## src/rtl/muldiv_pkg.sv

```systemverilog
// Shared constants and types for the RV32M multiply/divide unit.
package muldiv_pkg;

    // RV32M funct3 encodings (OPC_ARI_RTYPE with funct7 = FNC7_MULDIV)
    localparam logic [2:0] FNC_MUL    = 3'b000;
    localparam logic [2:0] FNC_MULH   = 3'b001;
    localparam logic [2:0] FNC_MULHSU = 3'b010;
    localparam logic [2:0] FNC_MULHU  = 3'b011;
    localparam logic [2:0] FNC_DIV    = 3'b100;
    localparam logic [2:0] FNC_DIVU   = 3'b101;
    localparam logic [2:0] FNC_REM    = 3'b110;
    localparam logic [2:0] FNC_REMU   = 3'b111;

    localparam logic [6:0] FNC7_MULDIV = 7'b0000001;

    // Control FSM states
    typedef enum logic [1:0] {
        MD_IDLE = 2'd0,
        MD_CALC = 2'd1,
        MD_FIX  = 2'd2,
        MD_DONE = 2'd3
    } md_state_e;

    // Which word of the datapath becomes the result
    typedef enum logic [1:0] {
        SEL_LO  = 2'd0,   // product[31:0]
        SEL_HI  = 2'd1,   // product[63:32]
        SEL_QUO = 2'd2,   // quotient
        SEL_REM = 2'd3    // remainder
    } md_sel_e;

    // Decoder helper: instruction belongs to the M extension
    function automatic logic fnc_is_muldiv(input logic [6:0] funct7);
        return funct7 == FNC7_MULDIV;
    endfunction

    function automatic md_sel_e fnc_sel(input logic [2:0] f);
        md_sel_e s;
        case (f)
            FNC_MUL:            s = SEL_LO;
            FNC_DIV, FNC_DIVU:  s = SEL_QUO;
            FNC_REM, FNC_REMU:  s = SEL_REM;
            default:            s = SEL_HI;
        endcase
        return s;
    endfunction

    function automatic logic fnc_a_signed(input logic [2:0] f);
        return (f == FNC_MULH) || (f == FNC_MULHSU) || (f == FNC_DIV) || (f == FNC_REM);
    endfunction

    function automatic logic fnc_b_signed(input logic [2:0] f);
        return (f == FNC_MULH) || (f == FNC_DIV) || (f == FNC_REM);
    endfunction

endpackage

```

## src/rtl/muldiv_core.sv

```systemverilog
// One combinational iteration of the iterative datapath:
//   multiply - radix-2 shift-add: {hi,lo} is the product/multiplier pair,
//              mcand the multiplicand magnitude.
//   divide   - restoring step: hi is the partial remainder, lo shifts the
//              dividend out and the quotient in, mcand is the divisor magnitude.
module muldiv_core #(
    parameter int XLEN = 32
) (
    input  logic            is_div,
    input  logic [XLEN-1:0] hi,
    input  logic [XLEN-1:0] lo,
    input  logic [XLEN-1:0] mcand,
    output logic [XLEN-1:0] hi_next,
    output logic [XLEN-1:0] lo_next
);

    logic [XLEN:0]   sum;
    logic [XLEN:0]   shifted;
    logic [XLEN-1:0] diff;
    logic            fits;

    // Single step of shift-add or restoring subtract
    always_comb begin
        // NOTE: every output gets a value on every path, so no latch is inferred.
        hi_next = hi;
        lo_next = lo;
        sum     = '0;
        shifted = {hi, lo[XLEN-1]};
        fits    = 1'b0;
        diff    = '0;
        if (is_div) begin
            // The remainder stays below the divisor, so the low XLEN bits of
            // the difference are exact whenever the subtraction fits.
            fits    = shifted >= {1'b0, mcand};
            diff    = shifted[XLEN-1:0] - mcand;
            hi_next = fits ? diff : shifted[XLEN-1:0];
            lo_next = {lo[XLEN-2:0], fits};
        end else begin
            sum     = {1'b0, hi} + (lo[0] ? {1'b0, mcand} : '0);
            hi_next = sum[XLEN:1];
            lo_next = {sum[0], lo[XLEN-1:1]};
        end
    end

endmodule

```

## src/rtl/muldiv_unit.sv

```systemverilog
// Iterative RV32M multiply/divide unit. Operands are reduced to magnitudes on
// accept, iterated for XLEN cycles in muldiv_core, sign-corrected in FIX and
// presented with a valid/ready handshake in DONE.
module muldiv_unit
    import muldiv_pkg::*;
#(
    parameter int XLEN  = 32,
    parameter int CNT_W = 5
) (
    input  logic            Clock,
    input  logic            reset_n,
    input  logic            in_valid,
    output logic            in_ready,
    input  logic [2:0]      funct,
    input  logic [XLEN-1:0] A,
    input  logic [XLEN-1:0] B,
    input  logic            kill,
    output logic            out_valid,
    input  logic            out_ready,
    output logic [XLEN-1:0] Out,
    output logic            busy
);

    localparam logic [XLEN-1:0] MIN_INT = {1'b1, {(XLEN-1){1'b0}}};

    md_state_e        state_q, state_d;
    md_sel_e          sel_q, sel_d;
    logic [CNT_W-1:0] cnt_q, cnt_d;
    logic [XLEN-1:0]  hi_q, hi_d;
    logic [XLEN-1:0]  lo_q, lo_d;
    logic [XLEN-1:0]  mcand_q, mcand_d;
    logic             neg_q, neg_d;
    logic [XLEN-1:0]  out_q, out_d;
    logic             out_valid_q, out_valid_d;

    logic              accept;
    logic              a_neg, b_neg;
    logic [XLEN-1:0]   a_mag, b_mag;
    logic              div_by_zero, div_ovf;
    md_sel_e           sel_in;
    logic              core_is_div;
    logic [XLEN-1:0]   core_hi, core_lo;
    logic [2*XLEN-1:0] prod_fix;
    logic [XLEN-1:0]   result;

    assign in_ready  = (state_q == MD_IDLE);
    assign busy      = (state_q != MD_IDLE);
    assign out_valid = out_valid_q;
    assign Out       = out_q;

    assign core_is_div = (sel_q == SEL_QUO) || (sel_q == SEL_REM);

    muldiv_core #(.XLEN(XLEN)) u_core (
        .is_div  (core_is_div),
        .hi      (hi_q),
        .lo      (lo_q),
        .mcand   (mcand_q),
        .hi_next (core_hi),
        .lo_next (core_lo)
    );

    // Operand decode on the accept cycle: signs, magnitudes, special cases
    always_comb begin
        sel_in      = fnc_sel(funct);
        a_neg       = fnc_a_signed(funct) & A[XLEN-1];
        b_neg       = fnc_b_signed(funct) & B[XLEN-1];
        a_mag       = a_neg ? -A : A;
        b_mag       = b_neg ? -B : B;
        div_by_zero = funct[2] && (B == '0);
        div_ovf     = ((funct == FNC_DIV) || (funct == FNC_REM)) && (A == MIN_INT) && (B == '1);
        accept      = in_valid && (state_q == MD_IDLE) && !kill;
    end

    // Sign correction and output word selection, used in FIX
    always_comb begin
        prod_fix = neg_q ? -{hi_q, lo_q} : {hi_q, lo_q};
        case (sel_q)
            SEL_LO:  result = prod_fix[XLEN-1:0];
            SEL_HI:  result = prod_fix[2*XLEN-1:XLEN];
            SEL_QUO: result = neg_q ? -lo_q : lo_q;
            default: result = neg_q ? -hi_q : hi_q;
        endcase
    end

    // Next-state logic for the FSM, counter and datapath registers
    always_comb begin
        state_d     = state_q;
        sel_d       = sel_q;
        cnt_d       = cnt_q;
        hi_d        = hi_q;
        lo_d        = lo_q;
        mcand_d     = mcand_q;
        neg_d       = neg_q;
        out_d       = out_q;
        out_valid_d = out_valid_q;

        case (state_q)
            MD_IDLE: begin
                if (accept) begin
                    sel_d = sel_in;
                    cnt_d = '0;
                    if (div_by_zero || div_ovf) begin
                        // Preload the final words so FIX selects them unchanged:
                        // quotient in lo, remainder in hi, no sign correction.
                        hi_d    = div_by_zero ? A : '0;
                        lo_d    = div_by_zero ? '1 : MIN_INT;
                        neg_d   = 1'b0;
                        state_d = MD_FIX;
                    end else begin
                        hi_d    = '0;
                        lo_d    = funct[2] ? a_mag : b_mag;
                        mcand_d = funct[2] ? b_mag : a_mag;
                        neg_d   = (sel_in == SEL_REM) ? a_neg : (a_neg ^ b_neg);
                        state_d = MD_CALC;
                    end
                end
            end
            MD_CALC: begin
                hi_d  = core_hi;
                lo_d  = core_lo;
                cnt_d = cnt_q + CNT_W'(1);
                if (cnt_q == {CNT_W{1'b1}}) begin
                    state_d = MD_FIX;
                end
            end
            MD_FIX: begin
                out_d   = result;
                state_d = MD_DONE;
            end
            default: begin
                // First DONE cycle raises out_valid; the result then waits for out_ready.
                if (!out_valid_q) begin
                    out_valid_d = 1'b1;
                end else if (out_ready) begin
                    out_valid_d = 1'b0;
                    state_d     = MD_IDLE;
                end
            end
        endcase

        // A flush abandons whatever is in flight and wins over out_ready.
        if (kill && (state_q != MD_IDLE)) begin
            state_d     = MD_IDLE;
            out_valid_d = 1'b0;
        end
    end

    // State and datapath registers with asynchronous clear
    always_ff @(posedge Clock or negedge reset_n) begin
        if (!reset_n) begin
            state_q     <= MD_IDLE;
            sel_q       <= SEL_LO;
            cnt_q       <= '0;
            hi_q        <= '0;
            lo_q        <= '0;
            mcand_q     <= '0;
            neg_q       <= 1'b0;
            out_q       <= '0;
            out_valid_q <= 1'b0;
        end else begin
            // NOTE: non-blocking assignments so every flop samples pre-edge values.
            state_q     <= state_d;
            sel_q       <= sel_d;
            cnt_q       <= cnt_d;
            hi_q        <= hi_d;
            lo_q        <= lo_d;
            mcand_q     <= mcand_d;
            neg_q       <= neg_d;
            out_q       <= out_d;
            out_valid_q <= out_valid_d;
        end
    end

endmodule

```

## config.mk

```make
export PLATFORM = sky130hd
export DESIGN_NAME = muldiv_unit
export DESIGN_NICKNAME = d
export VERILOG_FILES = /design/src/rtl/muldiv_pkg.sv /design/src/rtl/muldiv_core.sv /design/src/rtl/muldiv_unit.sv
export SDC_FILE = /design/constraint.sdc
export NUM_CORES = 1
export LEC_CHECK = 0
export CAP_MARGIN = 20
export CORE_UTILIZATION = 60
export DETAILED_ROUTE_END_ITERATION = 10
export PLACE_DENSITY_LB_ADDON = 0.05
export SYNTH_ARGS = -nofsm -noshare
export SYNTH_HDL_FRONTEND = slang
export SYNTH_SLANG_ARGS = --single-unit
```

## constraint.sdc

```tcl
create_clock -name Clock -period 5.3 [get_ports Clock]
set_clock_uncertainty 0.2 [all_clocks]
set_input_delay 0.795 -clock Clock [delete_from_list [all_inputs] [get_ports Clock]]
set_output_delay 0.795 -clock Clock [all_outputs]
set_load 0.01 [all_outputs]
```

==> results of run 1 <==
## cell usage in the layout (no fill, tap or decap), types with 64 or more instances in the layout
master           count
nand2_1            223
xor2_1             102
dfrtp_1            137
xnor2_1             64
nor2_1             200
ha_1                74
a21oi_1            160
o21ai_0            166
clkdlybuf4s50_1    104
## power breakdown
part	switching [mW]	internal, mW	total [mW]
Combinational	4.62	2.74	7.36
Sequential	0.735	1.53	2.26
Clock	0.583	0.819	1.40
## sequential cells by signal, indices dropped and copies added (netlist names)
register	cells
lo_q	32
sel_q	2
mcand_q	32
neg_q	1
state_q	2
hi_q	32
Out	32
cnt_q	5
out_valid	1
## path summary, 6_finish.rpt
| path | start | endpoint | slack [ns] | cells after the start |
|---|---|---|---|---|
| min in group Clock | mcand_q[8]$_DFFE_PN0P_ | mcand_q[8]$_DFFE_PN0P_ | 0.29 | 2 |
| max in group asynchronous | reset_n | Out[23]$_DFFE_PN0N_ | 3.41 | 2 |
| max reg2reg | hi_q[14]$_DFFE_PN0P_ | hi_q[9]$_DFFE_PN0P_ | 0.66 | 11 |
| max | hi_q[14]$_DFFE_PN0P_ | hi_q[9]$_DFFE_PN0P_ | 0.66 | 11 |
| min | reset_n | hi_q[8]$_DFFE_PN0P_ | 0.28 | 1 |
| min reg2reg | mcand_q[8]$_DFFE_PN0P_ | mcand_q[8]$_DFFE_PN0P_ | 0.29 | 2 |
## cell families after synthesis
logic type / share of synthesized area [%]
xor gates and xnor gates: 9.82
adders and majority gates: 6.61
AOI/OAI and AO/OA: 28.2
muxes: 5.08
buffers and inverters: 5.00
and+or+nand+nor: 21.8
DFF: 23.5
## cell type report
class | count | share of cell area [%]
well taps | 324 | 2.41
clock buffers | 17 | 2.53
flip-flops and latches | 139 | 20.7
multi-input cells | 1632 | 63.1
inverters | 59 | 1.32
repair buffers | 155 | 8.47
clock inverters | 15 | 1.48
## metal layers
layer,routed length (µm),track usage [%]
met1,22600,59.9
met2,22400,62.3
met3,6900,10.0
met4,4060,26.3
met5,10,0
## worst max-delay path: cells and delay by family (launching register included)
kind                     cells  cell delay (ns)
AO/OA/AOI/OAI                5             1.99
AND/OR/NAND/NOR              4             0.93
flip-flops                   1             0.60
adder cells (fa/ha/maj)      1             0.55
buffers and inverters        1             0.25
==> flow_summary.json, run 1 <==
{
  "die_h_um": 159,
  "drtAntennaViolNets": 0,
  "fp-row-count": 57,
  "ios": 107,
  "setup_tns_ns": 0,
  "clock_path_buffers": 2,
  "nets": 2153,
  "synthArstFlopShare_pct": 100,
  "synth_edf_count": 0,
  "avgRoutedWirePerCell_um": 23.9,
  "synthTopCellsByArea": "dfrtp_1 (23%), ha_1 (6.3%), xor2_1 (6.0%)",
  "drive_gt1_share_pct": 6.79,
  "path_clk_slew_ns": 0.08,
  "setup_violations": 0,
  "synth_fp_nets": 2110,
  "grt_pass1_wl_mm": 85.7,
  "maxCapViolations": 0,
  "criticalPathCategory": "flop to flop",
  "synthTopCellsByCount": "nand2_1 (223), nor2_1 (200), o21ai_0 (166), a21oi_1 (161), dfrtp_1 (139)",
  "crit_slowest_cell": "a2111oi_0",
  "setup_slack_ns": 0.657,
  "utilization_pct": 69.4,
  "via_count": 16200,
  "syn_to_final_growth_pct": 13.6,
  "cts_hold_buf": 0,
  "synth_largest_area_cell": "dfrtp_1",
  "overflow": 0,
  "maxSlewHeadroom_pct": 32.7,
  "finalMaxSlewViolations": 0,
  "start_kind": "flop",
  "grt_pass1_vias": 14900,
  "cts_setup_buffers": 0,
  "p_leak_nw": 7.02,
  "synth_top_cell_area_share_pct": 23.5,
  "max_freq_ghz": 0.215,
  "cpPeakStageDelay_ns": 0.80,
  "dp_cells": 2309,
  "via_per_inst": 6.93,
  "fin_cells": 2341,
  "dr.pass1.iters": 6,
  "worst_setup_path_end_kind": "flop",
  "power.total_mw": 11.0,
  "multi_input_area_um2": 10600,
  "hold_class": "input pin to async pin",
  "rsz0062_at_grt": "false",
  "cp.arrival_ns": 4.78,
  "fillers": 2020,
  "final.period_utilization_pct": 87.6,
  "ir_drop_mv": 0.523,
  "min_period_ns": 4.64,
  "cts_made_buffers": 17,
  "power.density_nw_per_um2": 655,
  "tightest_slew_ns": 1.01,
  "cp_max_fo": 27,
  "path_cells": "ha_1 > and4_1 > nand4_1 > a2111oi_0 > o31ai_1 > and3_1 > buf_4 > and3_1 > a211oi_1 > o21ai_0 > a31o_2",
  "ys.flop_type": "dfrtp_1",
  "place_area_um2": 16100,
  "clock-root-buffer": "clkbuf_16",
  "core_area_um2": 24200,
  "drtIter0Drc": 2422,
  "cp_data_required_time_ns": 5.43,
  "report.final.hold_viol_count": 0,
  "drt_wl_total_mm": 55.9,
  "design.die.area_um2": 25300,
  "clkLatencyLatePin_ns": 0.44,
  "design_area_um2": 16800,
  "synth.avg_cell_area_um2": 7.55,
  "ys_warn_count": 0,
  "cts_tree": "built",
  "synth_area_um2": 14800,
  "drc": 0,
  "dpl.hpwl_mm": 42.1,
  "grt_antenna_before_repair": 1,
  "n_antenna_cell": 0,
  "place.gp.congestion": 1.04,
  "hold-worst-slack_ns": 0.281,
  "outcome": "finished clean",
  "htree_levels": 4,
  "ys_types": 81,
  "grt_max_degree": 101,
  "cts_sinks": 139,
  "yosysMostFrequentCell": "nand2_1",
  "syn-instance-count": 1961,
  "ys_seq_elements": 139,
  "seq_area_um2": 3480,
  "ys_seq_area_share_pct": 23.5,
  "pre_cts_ws_ns": 0.551,
  "port_buffers": 106,
  "cts-resized-gates": 0,
  "grt_use_total_pct": 43.6,
  "die_w_um": 159,
  "start_util_pct": 61.1,
  "crit_top_cell": "and3_1"
}
Power figures use the tool's default switching activity.
==> inputs of run 2 (changes only) <==
GPL_ROUTABILITY_DRIVEN = 1   (was unset)
TNS_END_PERCENT = 1   (was unset)
==> results of run 2 <==
No change in the layout: final DEF, timing and power equal those of run 1.
==> edit, RTL diff (settings of run 1) <==
Set the parameter `CNT_W` to 10 (it was 5).
--- a/src/rtl/muldiv_unit.sv
+++ b/src/rtl/muldiv_unit.sv
@@ -5,7 +5,7 @@
     import muldiv_pkg::*;
 #(
     parameter int XLEN  = 32,
-    parameter int CNT_W = 5
+    parameter int CNT_W = 10
 ) (
     input  logic            Clock,
     input  logic            reset_n,
Formal check against the unedited RTL: same outputs for any inputs over 4 cycles, from zero or initial values and one cycle with reset_n low; that may be too few to reach the edited logic, so the function may still have changed.
==> edit against run 1 <==
Via count decreased by 2.7%. Design area increased by 0.16%. Count of clock-buffer cells in the layout unchanged. Hold slack got worse by 0.14 ns. Wire length decreased by 3.2%. Setup slack improved by 0.21 ns. Largest power group unchanged. Die area increased by 0.98%. Synthesized area increased by 0.99%. Sequential cell count increased by 5. Largest cell class unchanged. Power increased by 10%. Non-clock buffer count decreased by 9.
==> edit: results (changes against run 1) <==
| Metric | Value |
|---|---|
| Nonclk inv count | `70 (was 59)` |
| Routability Congestion | `1.054 (was 1.037)` |
| Wire length on met1 | `22.00 mm (was 22.55 mm)` |
| Worst Setup Slack, final | `0.8710 ns (was 0.6566 ns)` |
| Die area | `0.02556 sq mm (was 0.02531 sq mm)` |
| Via density per instance | `6.795 (was 6.930)` |
| Seq/total area | `21.42% (was 20.71%)` |
| Area of the multi-input gates | `0.01059 sq mm (was 0.01061 sq mm)` |
| Proportion of final cell area spent on non-clock buffers | `8.131% (was 8.471%)` |
| Hold Worst Slack | `0.1402 ns (was 0.2809 ns)` |
| Routed Wire Length | `54.10 mm (was 55.91 mm)` |
| Count of cell types in the netlist | `85 (was 81)` |
| Wire length of the first global-routing pass | `83.80 mm (was 85.68 mm)` |
| Non-clock buffer total of the final layout | `146 (was 155)` |
| Met3 wire length | `6.508 mm (was 6.900 mm)` |
| Register area share after synthesis | `24.09% (was 23.49%)` |
| Dominant cells by area after synthesis | `sky130_fd_sc_hd__dfrtp_1, sky130_fd_sc_hd__ha_1, sky130_fd_sc_hd__a21oi_1 (was sky130_fd_sc_hd__dfrtp_1, sky130_fd_sc_hd__ha_1, sky130_fd_sc_hd__xor2_1)` |
| Share of final-layout standard cells stronger than drive strength 1 | `7.457% (was 6.792%)` |
| Compound-cell area share of the yosys netlist | `27.73% (was 28.16%)` |
| Detailed placer's ending HPWL | `41.70 mm (was 42.14 mm)` |
| Cell area after placement | `0.01623 sq mm (was 0.01615 sq mm)` |
| Outcome | `finished clean (unchanged)` |
| Leakage Power | `6.899 nW (was 7.022 nW)` |
| Clock Network Area Fraction | `3.661% (was 4.009%)` |
| Arrival time of data at the critical path endpoint | `4.56 ns (was 4.78 ns)` |
| Top cell types by occurrence after synthesis | `sky130_fd_sc_hd__nor2_1, sky130_fd_sc_hd__a21oi_1, sky130_fd_sc_hd__nand2_1 (was sky130_fd_sc_hd__nand2_1, sky130_fd_sc_hd__nor2_1, sky130_fd_sc_hd__o21ai_0)` |
| GRT Total Usage | `42.46% (was 43.63%)` |
| Termination of the worst setup path | `hi_q[16]$_DFFE_PN0P_ (was hi_q[9]$_DFFE_PN0P_)` |
| R2R cell count | `10 (was 11)` |
| Number of nets at the end of the flow | `2133 (was 2153)` |
| Length of routed met2 wiring | `23.04 mm (was 22.39 mm)` |
| Count of multi-input gates | `1606 (was 1632)` |
| 1st-iter DRT viols | `2076 (was 2422)` |
| Vias in the first global route | `14450 (was 14890)` |
[edit: cell families after synthesis]
logic type | count (synthesis)
flip-flops | 144
AO/OA/AOI/OAI | 640
multiplexers | 70
AND/OR/NAND/NOR | 645
buffers and inverters | 193
adder cells (fa/ha/maj) | 76
XOR/XNOR | 175
[edit: power breakdown]
group | switching [mW] | leakage (nW) | internal (mW) | total [mW]
combinational | 5.07 | 4.82 | 3.34 | 8.41
clock | 0.635 | 0.298 | 0.642 | 1.28
sequential | 0.857 | 1.78 | 1.59 | 2.45
total | 6.56 | 6.90 | 5.58 | 12.1
[edit: through the flow]
step                std cells  util [%]
floorplan                1943         -
global placement         2290     66.55
detailed placement       2290     66.55
CTS                      2322     69.08
global route             2322     69.08
finish                   2322     69.08
[edit: per-layer routing]
layer / track usage (%) / vias up
li1: - / 7211
met1: 58.43 / 7353
met2: 64.01 / 1044
met3: 10.00 / 171
met4: 17.40 / 0
met5: 0 / -
